`src/rtl/iterative_shift_unit_if.sv`:
```
// Request/response bundle between the EX-stage issuer and the iterative shifter.
interface iterative_shift_unit_if #(
    parameter int DATA_W = 32
);
    logic              start;
    logic [1:0]        op;
    logic [DATA_W-1:0] data_in;
    logic [31:0]       shamt_in;
    logic [DATA_W-1:0] result;
    logic              busy;
    logic              done;

    modport master (
        output start, op, data_in, shamt_in,
        input  result, busy, done
    );

    modport slave (
        input  start, op, data_in, shamt_in,
        output result, busy, done
    );
endinterface

```
`src/rtl/iterative_shift_unit.sv`:
```
// Multi-cycle SLL/SRL/SRA/ROTR shifter with start/busy/done handshake.
// Optional macro SHIFT_FAST_EN: shift up to 4 bits per SHIFT cycle instead of 1.
module iterative_shift_unit #(
    parameter int DATA_W  = 32,
    parameter int SHAMT_W = 5
) (
    input logic                  clk,
    input logic                  reset,
    iterative_shift_unit_if.slave bus
);
    localparam logic [1:0] OP_SLL = 2'b00;
    localparam logic [1:0] OP_SRL = 2'b01;
    localparam logic [1:0] OP_SRA = 2'b10;

    typedef enum logic [1:0] {
        IDLE  = 2'd0,
        SHIFT = 2'd1,
        DONE  = 2'd2
    } state_t;

    state_t              state, next_state;
    logic [DATA_W-1:0]   work, work_next, result_q;
    logic [SHAMT_W-1:0]  count, count_next, step, req_n;
    logic [1:0]          op_q;
    logic                accept;

    function automatic logic [DATA_W-1:0] shift_by(
        input logic [DATA_W-1:0]  v,
        input logic [1:0]         kind,
        input logic [SHAMT_W-1:0] k
    );
        logic [DATA_W-1:0] r;
        case (kind)
            OP_SLL:  r = v << k;
            OP_SRL:  r = v >> k;
            OP_SRA:  r = $signed(v) >>> k;
            default: r = (v >> k) | (v << (DATA_W - int'(k)));
        endcase
        return r;
    endfunction

    // Only the low shamt bits form the count; the extender's upper bits are don't-care.
    assign req_n  = bus.shamt_in[SHAMT_W-1:0];
    assign accept = bus.start && (state == IDLE || state == DONE);

    always_comb begin
`ifdef SHIFT_FAST_EN
        step = (count > SHAMT_W'(4)) ? SHAMT_W'(4) : count;
`else
        step = SHAMT_W'(1);
`endif
    end

    always_comb begin
        work_next  = work;
        count_next = count;
        if (accept) begin
            work_next  = bus.data_in;
            count_next = req_n;
        end else if (state == SHIFT) begin
            work_next  = shift_by(work, op_q, step);
            count_next = count - step;
        end
    end

    always_ff @(posedge clk) begin
        if (reset) begin
            state <= IDLE;
        end else begin
            state <= next_state;
        end
    end

    always_comb begin
        next_state = state;
        case (state)
            IDLE, DONE: begin
                if (bus.start) begin
                    next_state = (req_n == '0) ? DONE : SHIFT;
                end else begin
                    next_state = IDLE;
                end
            end
            SHIFT: begin
                if (count <= step) begin
                    next_state = DONE;
                end
            end
            default: next_state = IDLE;
        endcase
    end

    // Result is loaded only on the edge that enters DONE, so partial shifts never leak out.
    always_ff @(posedge clk) begin
        if (reset) begin
            work     <= '0;
            count    <= '0;
            op_q     <= '0;
            result_q <= '0;
        end else begin
            work  <= work_next;
            count <= count_next;
            if (accept) begin
                op_q <= bus.op;
            end
            if (next_state == DONE) begin
                result_q <= work_next;
            end
        end
    end

    always_comb begin
        bus.busy   = 1'b0;
        bus.done   = 1'b0;
        bus.result = result_q;
        case (state)
            SHIFT:   bus.busy = 1'b1;
            DONE:    bus.done = 1'b1;
            default: ;
        endcase
    end
endmodule

```
`src/flat_wrapper.sv`:
```
// flat-port wrapper written by rule: the top's interface ports become plain ports
module iterative_shift_unit_flat 
#(
    parameter int DATA_W  = 32,
    parameter int SHAMT_W = 5
)
  (clk, reset, bus_start, bus_op, bus_data_in, bus_shamt_in, bus_result, bus_busy, bus_done);
  iterative_shift_unit_if #(.DATA_W(DATA_W)) bus_i ();
  input logic clk;
  input logic reset;
  input wire logic [$bits(bus_i.start)-1:0] bus_start;
  input wire logic [$bits(bus_i.op)-1:0] bus_op;
  input wire logic [$bits(bus_i.data_in)-1:0] bus_data_in;
  input wire logic [$bits(bus_i.shamt_in)-1:0] bus_shamt_in;
  output wire logic [$bits(bus_i.result)-1:0] bus_result;
  output wire logic [$bits(bus_i.busy)-1:0] bus_busy;
  output wire logic [$bits(bus_i.done)-1:0] bus_done;
  assign bus_i.start = bus_start;
  assign bus_i.op = bus_op;
  assign bus_i.data_in = bus_data_in;
  assign bus_i.shamt_in = bus_shamt_in;
  assign bus_result = bus_i.result;
  assign bus_busy = bus_i.busy;
  assign bus_done = bus_i.done;
  iterative_shift_unit #(.DATA_W(DATA_W), .SHAMT_W(SHAMT_W)) u_core (.clk(clk), .reset(reset), .bus(bus_i));
endmodule
```
`config.mk`:
```
export PLATFORM = sky130hd
export DESIGN_NAME = iterative_shift_unit_flat
export DESIGN_NICKNAME = d
export VERILOG_FILES = /design/src/rtl/iterative_shift_unit_if.sv /design/src/rtl/iterative_shift_unit.sv /design/src/flat_wrapper.sv
export SDC_FILE = /design/constraint.sdc
export NUM_CORES = 1
export LEC_CHECK = 0
export BUFFER_PORTS_ARGS = -buffer_cell sky130_fd_sc_hd__buf_2
export CELL_PAD_IN_SITES_DETAIL_PLACEMENT = 2
export CELL_PAD_IN_SITES_GLOBAL_PLACEMENT = 2
export CORE_AREA = 5 5 119 121
export DETAILED_ROUTE_END_ITERATION = 8
export DIE_AREA = 0 0 124 126
export GPL_TIMING_DRIVEN = 1
export PLACE_DENSITY = 0.86
export SYNTH_ARGS = -nofsm -noshare
export SYNTH_HDL_FRONTEND = slang
export SYNTH_SLANG_ARGS = --single-unit
```
`constraint.sdc`:
```
create_clock -name clk -period 5.09 [get_ports clk]
set_clock_uncertainty 0.1 [all_clocks]
set_input_delay 0.509 -clock clk [delete_from_list [all_inputs] [get_ports clk]]
set_output_delay 0.509 -clock clk [all_outputs]
set_load 0.02 [all_outputs]
```
# Word level (Yosys, flattened, before mapping)
# Index checks and enable logic that the tools add are counted.
# totals
input_bits	69
mem_bits_rw	0
n_memories	0
regBits	73
latch_bits	0
romBits	0
# op_classes
n_mux	11
n_reduce_logical	7
n_eq_ne	5
div_mod_pow	0
mul	0
order_cmp	1
n_bitwise	1
shifts	0
n_addsub	1
# op_table
op	count
case mux 32 bit (3 select lines)	1
2-to-1 mux 32 bit	2
OR 31 x 32 -> 32 bit	1
2-to-1 mux 5 bit	2
== test 2 bit, second input constant	3
2-to-1 mux 2 bit	3
<= comparator 5 x 1 -> 1 bit, second input constant	1
zero test 5 bit	1
subtractor 5 x 1 -> 5 bit, second input constant	1
== test 2 x 1 -> 1 bit, second input constant	2
zero test 2 bit	2
case mux 2 bit (2 select lines)	1
2-to-1 mux 1 bit	2
nonzero test 2 bit	1
OR reduction 2 bit	1
logical AND 1 bit	1
logical OR 1 bit	1

# Logic depth before layout (Yosys ltp)
# depth
ltp_word	5
mapped_depth	8
depth_no_buf	5

# Worst setup path after synthesis
# Ideal clock, no wire load.
# synth_timing
kind	in2reg
startpoint	in bus_shamt_in[0]
endpoint	reg u_core.result_q[10] (netlist: u_core.bus.result[10])
path_slack_ps	3118
setup_ps	152
stages	5
required_ps	4838
arrival_time_ps	1720
path_cell_list	or4_4 > or3_4 > nand2_4 > buf_12 > a221oi_2
# synth_between
elab_chain_cells	5
# synth_rtl
item	line_no	source
start: declaration	flat_wrapper.sv:14	input wire logic [$bits(bus_i.shamt_in)-1:0] bus_shamt_in;
zero test 5 bit	iterative_shift_unit.sv:79	next_state = (req_n == '0) ? DONE : SHIFT;
2-to-1 mux 2 bit	iterative_shift_unit.sv:79	
2-to-1 mux 2 bit	iterative_shift_unit.sv:78	if (bus.start) begin
case mux 2 bit (2 select lines)	iterative_shift_unit.sv:76	case (state)
== test 2 bit	iterative_shift_unit.sv:106	if (next_state == DONE) begin
end signal: assignment	iterative_shift_unit.sv:107	result_q <= work_next;
end: declaration	iterative_shift_unit.sv:22	logic [DATA_W-1:0] work, work_next, result_q;
# No other way between the ends.
# A chain may end at the register's enable or synchronous reset.

# Worst setup path after layout
# layout_timing
startpoint	reg u_core.state[0]
endpoint	reg u_core.result_q[19] (netlist: u_core.bus.result[19])
# layout_between
elab_chain_cells	4
# layout_rtl
item	line_no	source
start: declaration	iterative_shift_unit.sv:21	state_t state, next_state;
start signal: assignment	iterative_shift_unit.sv:70	state <= next_state;
== test 2 bit or zero test 2 bit (tied branches)	iterative_shift_unit.sv:44, iterative_shift_unit.sv:76	
OR reduction 2 bit or logical OR 1 bit (tied branches)	iterative_shift_unit.sv:76, iterative_shift_unit.sv:44	
case mux 2 bit (2 select lines) or logical AND 1 bit (tied branches)	iterative_shift_unit.sv:76, iterative_shift_unit.sv:44	
== test 2 bit or 2-to-1 mux 32 bit (tied branches)	iterative_shift_unit.sv:106, iterative_shift_unit.sv:57	
# Several ways; a longest one is shown, not always the timed one.

==> qor.csv <==
metric,value,unit
status,"complete, no violations",
CP startpoint kind,flop,
PortBufs,75,
met2 Track Usage GR,29.3,%
DRC,0,
most frequent cells in the layout,"nor2_1, buf_2, dfxtp_1",
"Top FF cell, synth",dfxtp_1,
fin. max-slew vios,0,
leakage power,1.84,nW
Clk network pwr share,35.0,%
die area,15600,um2
peak supply drop,178,uV
Tcrit/Tclk final,58.7,%
# rows,42,
kind of cell adding the most delay to the critical path,buffers and inverters,
CP required,5.22,ns
DR vias,3243,
worst setup path class,reg -> reg,
M1 GR Usage,18.1,%
CTS Sinks,73,
Clock Path Buffers,2,
layout cells sized above 1,36.4,%
RD Place Congestion,0.734,
wire per inst,19.2,um
Core Region,13000,um2
Multi-input gate area,2080,um2
Final min period,2.99,ns
synthesized instance count,384,
largest net degree at the start of global routing,42,
slowest cell on the critical path,buf_4,
sequential fraction of the synthesis area,38.7,%
Area after DPL,4210,um2
design area,4470,um2
vias in the first global route,3743,
clock-pin slew on the worst setup and hold paths,0.06,ns
critical path's most frequent cell,buf_4,
CP startpoint,u_core.state[0]$_SDFF_PP0_,
final net count,511,
cts repair resizes,0,
CP Capture Type,flop,
GRT Total Usage,15.9,%
setup bufs post-CTS,0,
syn_nets,455,
fmax,0.335,GHz
H-tree levels,3,
first-pass GRT wire length,19600,um
DR vias/cell,5.22,
register share of total power,41.5,%
HP Class,in -> reg,
worst setup margin,2.10,ns
Synth Cell Area,3770,um2
synth unique cells,35,
crit-path max cell delay,0.52,ns
register area,1460,um2
power share of the combinational group,23.4,%
# fillers,1467,
hold buffers post-CTS,0,
pre-CTS setup slack,2.03,ns
n_diodes,0,
Initial Utilization,29.1,%
Crit Path Max Fanout,38,
slew margin rel.,25.8,%
total negative slack,0,ns
initial DRC count,123,
gr busiest metal,met2,
Critical Path AT,3.12,ns
DP HPWL,8070,um
CTS buffer count,9,
PD cells,361,nW/um2
Synth Register Bits,73,
asr flop ratio synth,0,%
CTS tree,done,
worst slew pin tran,1.11,ns
Post-synth EDFFs,0,
Sw Share,31.8,%
Pre-antenna DRT Iters,4,
final setup violation count,0,
final hold vios,0,
Area growth syn-to-layout,18.3,%
synth warn,0,
CP Cell Sequence,buf_4 -> nand2b_1 -> inv_1 -> buf_4 -> o211ai_4 -> buf_4 -> nand2_4 -> a221oi_2,
Max-Cap Viols,0,
Worst-Skew Late Latency,0.33,ns
initial antenna violation count,0,
total net switching power,0.000513,W
Util after Layout,34.4,%
chip height,126,um
CTS root buf,clkbuf_16,
gr ovfl total,0,
I/O Pins,103,
"most common cell after layout, fill and taps aside",nor2_1,
Hold WS,0.318,ns
CP Buf/Inv Count,4,
Hold Crit Start,bus_op[1],
RSZ-0062 raised after global routing,no,
GRT met3 Usage,3.95,%
Die Wd,124,um
post-route ant nets,0,
Reg2Reg Launch Point,u_core.state[0]$_SDFF_PP0_,
Mapped Avg Cell Area,9.83,um2
DRT Wirelength,11900,um
Pint,0.00110,W
[cell type report]
cell class	count	share of cell area [%]
repair buffers	83	9.75
flip-flops and latches	73	32.7
multi-input cells	269	46.5
clock buffers	12	5.29
well taps	176	4.93
inverters	4	0.336
clock inverters	4	0.448
[worst register-to-register path: stages (launching register included)]
cell and delay (ns):
dfxtp_1 0.30, buf_4 0.25, nand2b_1 0.27, inv_1 0.07, buf_4 0.29, o211ai_4 0.13, buf_4 0.52, nand2_4 0.57
a221oi_2 0.40
[cells in the mapped netlist, drive strengths merged (2+ instances only)]
master,number,area (um2)
a211oi,3,22.5
a21oi,6,30.0
a221oi,63,739
buf,22,171
clkbuf,16,60.1
dfxtp,73,1460
ha,2,25.0
inv,4,15.0
mux2,30,338
mux2i,30,300
nand2,8,37.5
nand2b,3,18.8
nor2,102,383
nor2b,3,18.8
nor3,2,21.3
o21ai,3,15.0
o22ai,2,12.5
[sequential cells by signal (all words and copies together), names as in the netlist]
name / count
u_core.count: 5
u_core.op_q: 2
u_core.state: 2
u_core.bus.result: 32
u_core.work: 32
[through the flow]
stage | std cells | power, W
after floorplan | 384 | 0.000956
after global placement | 605 | 0.00104
after detailed placement | 605 | 0.00107
after CTS | 621 | 0.00164
after global routing | 621 | 0.00171
final | 621 | 0.00161
[path summary, 6_finish.rpt]
kind                                                           end  slack [ns]  depth (start not counted)
worst max-delay path            u_core.bus.result[19]$_SDFFE_PP0N_        2.10                          8
worst max register to register  u_core.bus.result[19]$_SDFFE_PP0N_        2.10                          8
worst min-delay path                   u_core.op_q[1]$_SDFFE_PP0P_        0.32                          3
worst min register to register        u_core.count[4]$_SDFFE_PP0P_        0.40                          2
[metal layers]
| layer | wire (um) | share of wire (%) |
|---|---|---|
| met1 | 4880 | 41 |
| met2 | 6390 | 54 |
| met3 | 530 | 4.4 |
| met4 | 120 | 1.0 |
| met5 | 0 | 0 |
[power groups by stage]
| stage | registers, W | logic, W | clock network (W) |
|---|---|---|---|
| after floorplan | 0.000704 | 0.000251 | 0 |
| after global placement | 0.000678 | 0.000362 | 0 |
| after detailed placement | 0.000682 | 0.000385 | 0 |
| after CTS | 0.000670 | 0.000387 | 0.000586 |
| after global routing | 0.000678 | 0.000415 | 0.000612 |
| final | 0.000670 | 0.000378 | 0.000565 |
[logic make-up after synthesis]
group	synth area share [%]
AND/OR/NAND/NOR	13.8
flip-flops	38.7
multiplexers	16.9
adder cells (fa/ha/maj)	0.663
XOR/XNOR	0.232
AO/OA/AOI/OAI	23.2
buffers and inverters	6.53
Power figures use the tool's default switching activity.
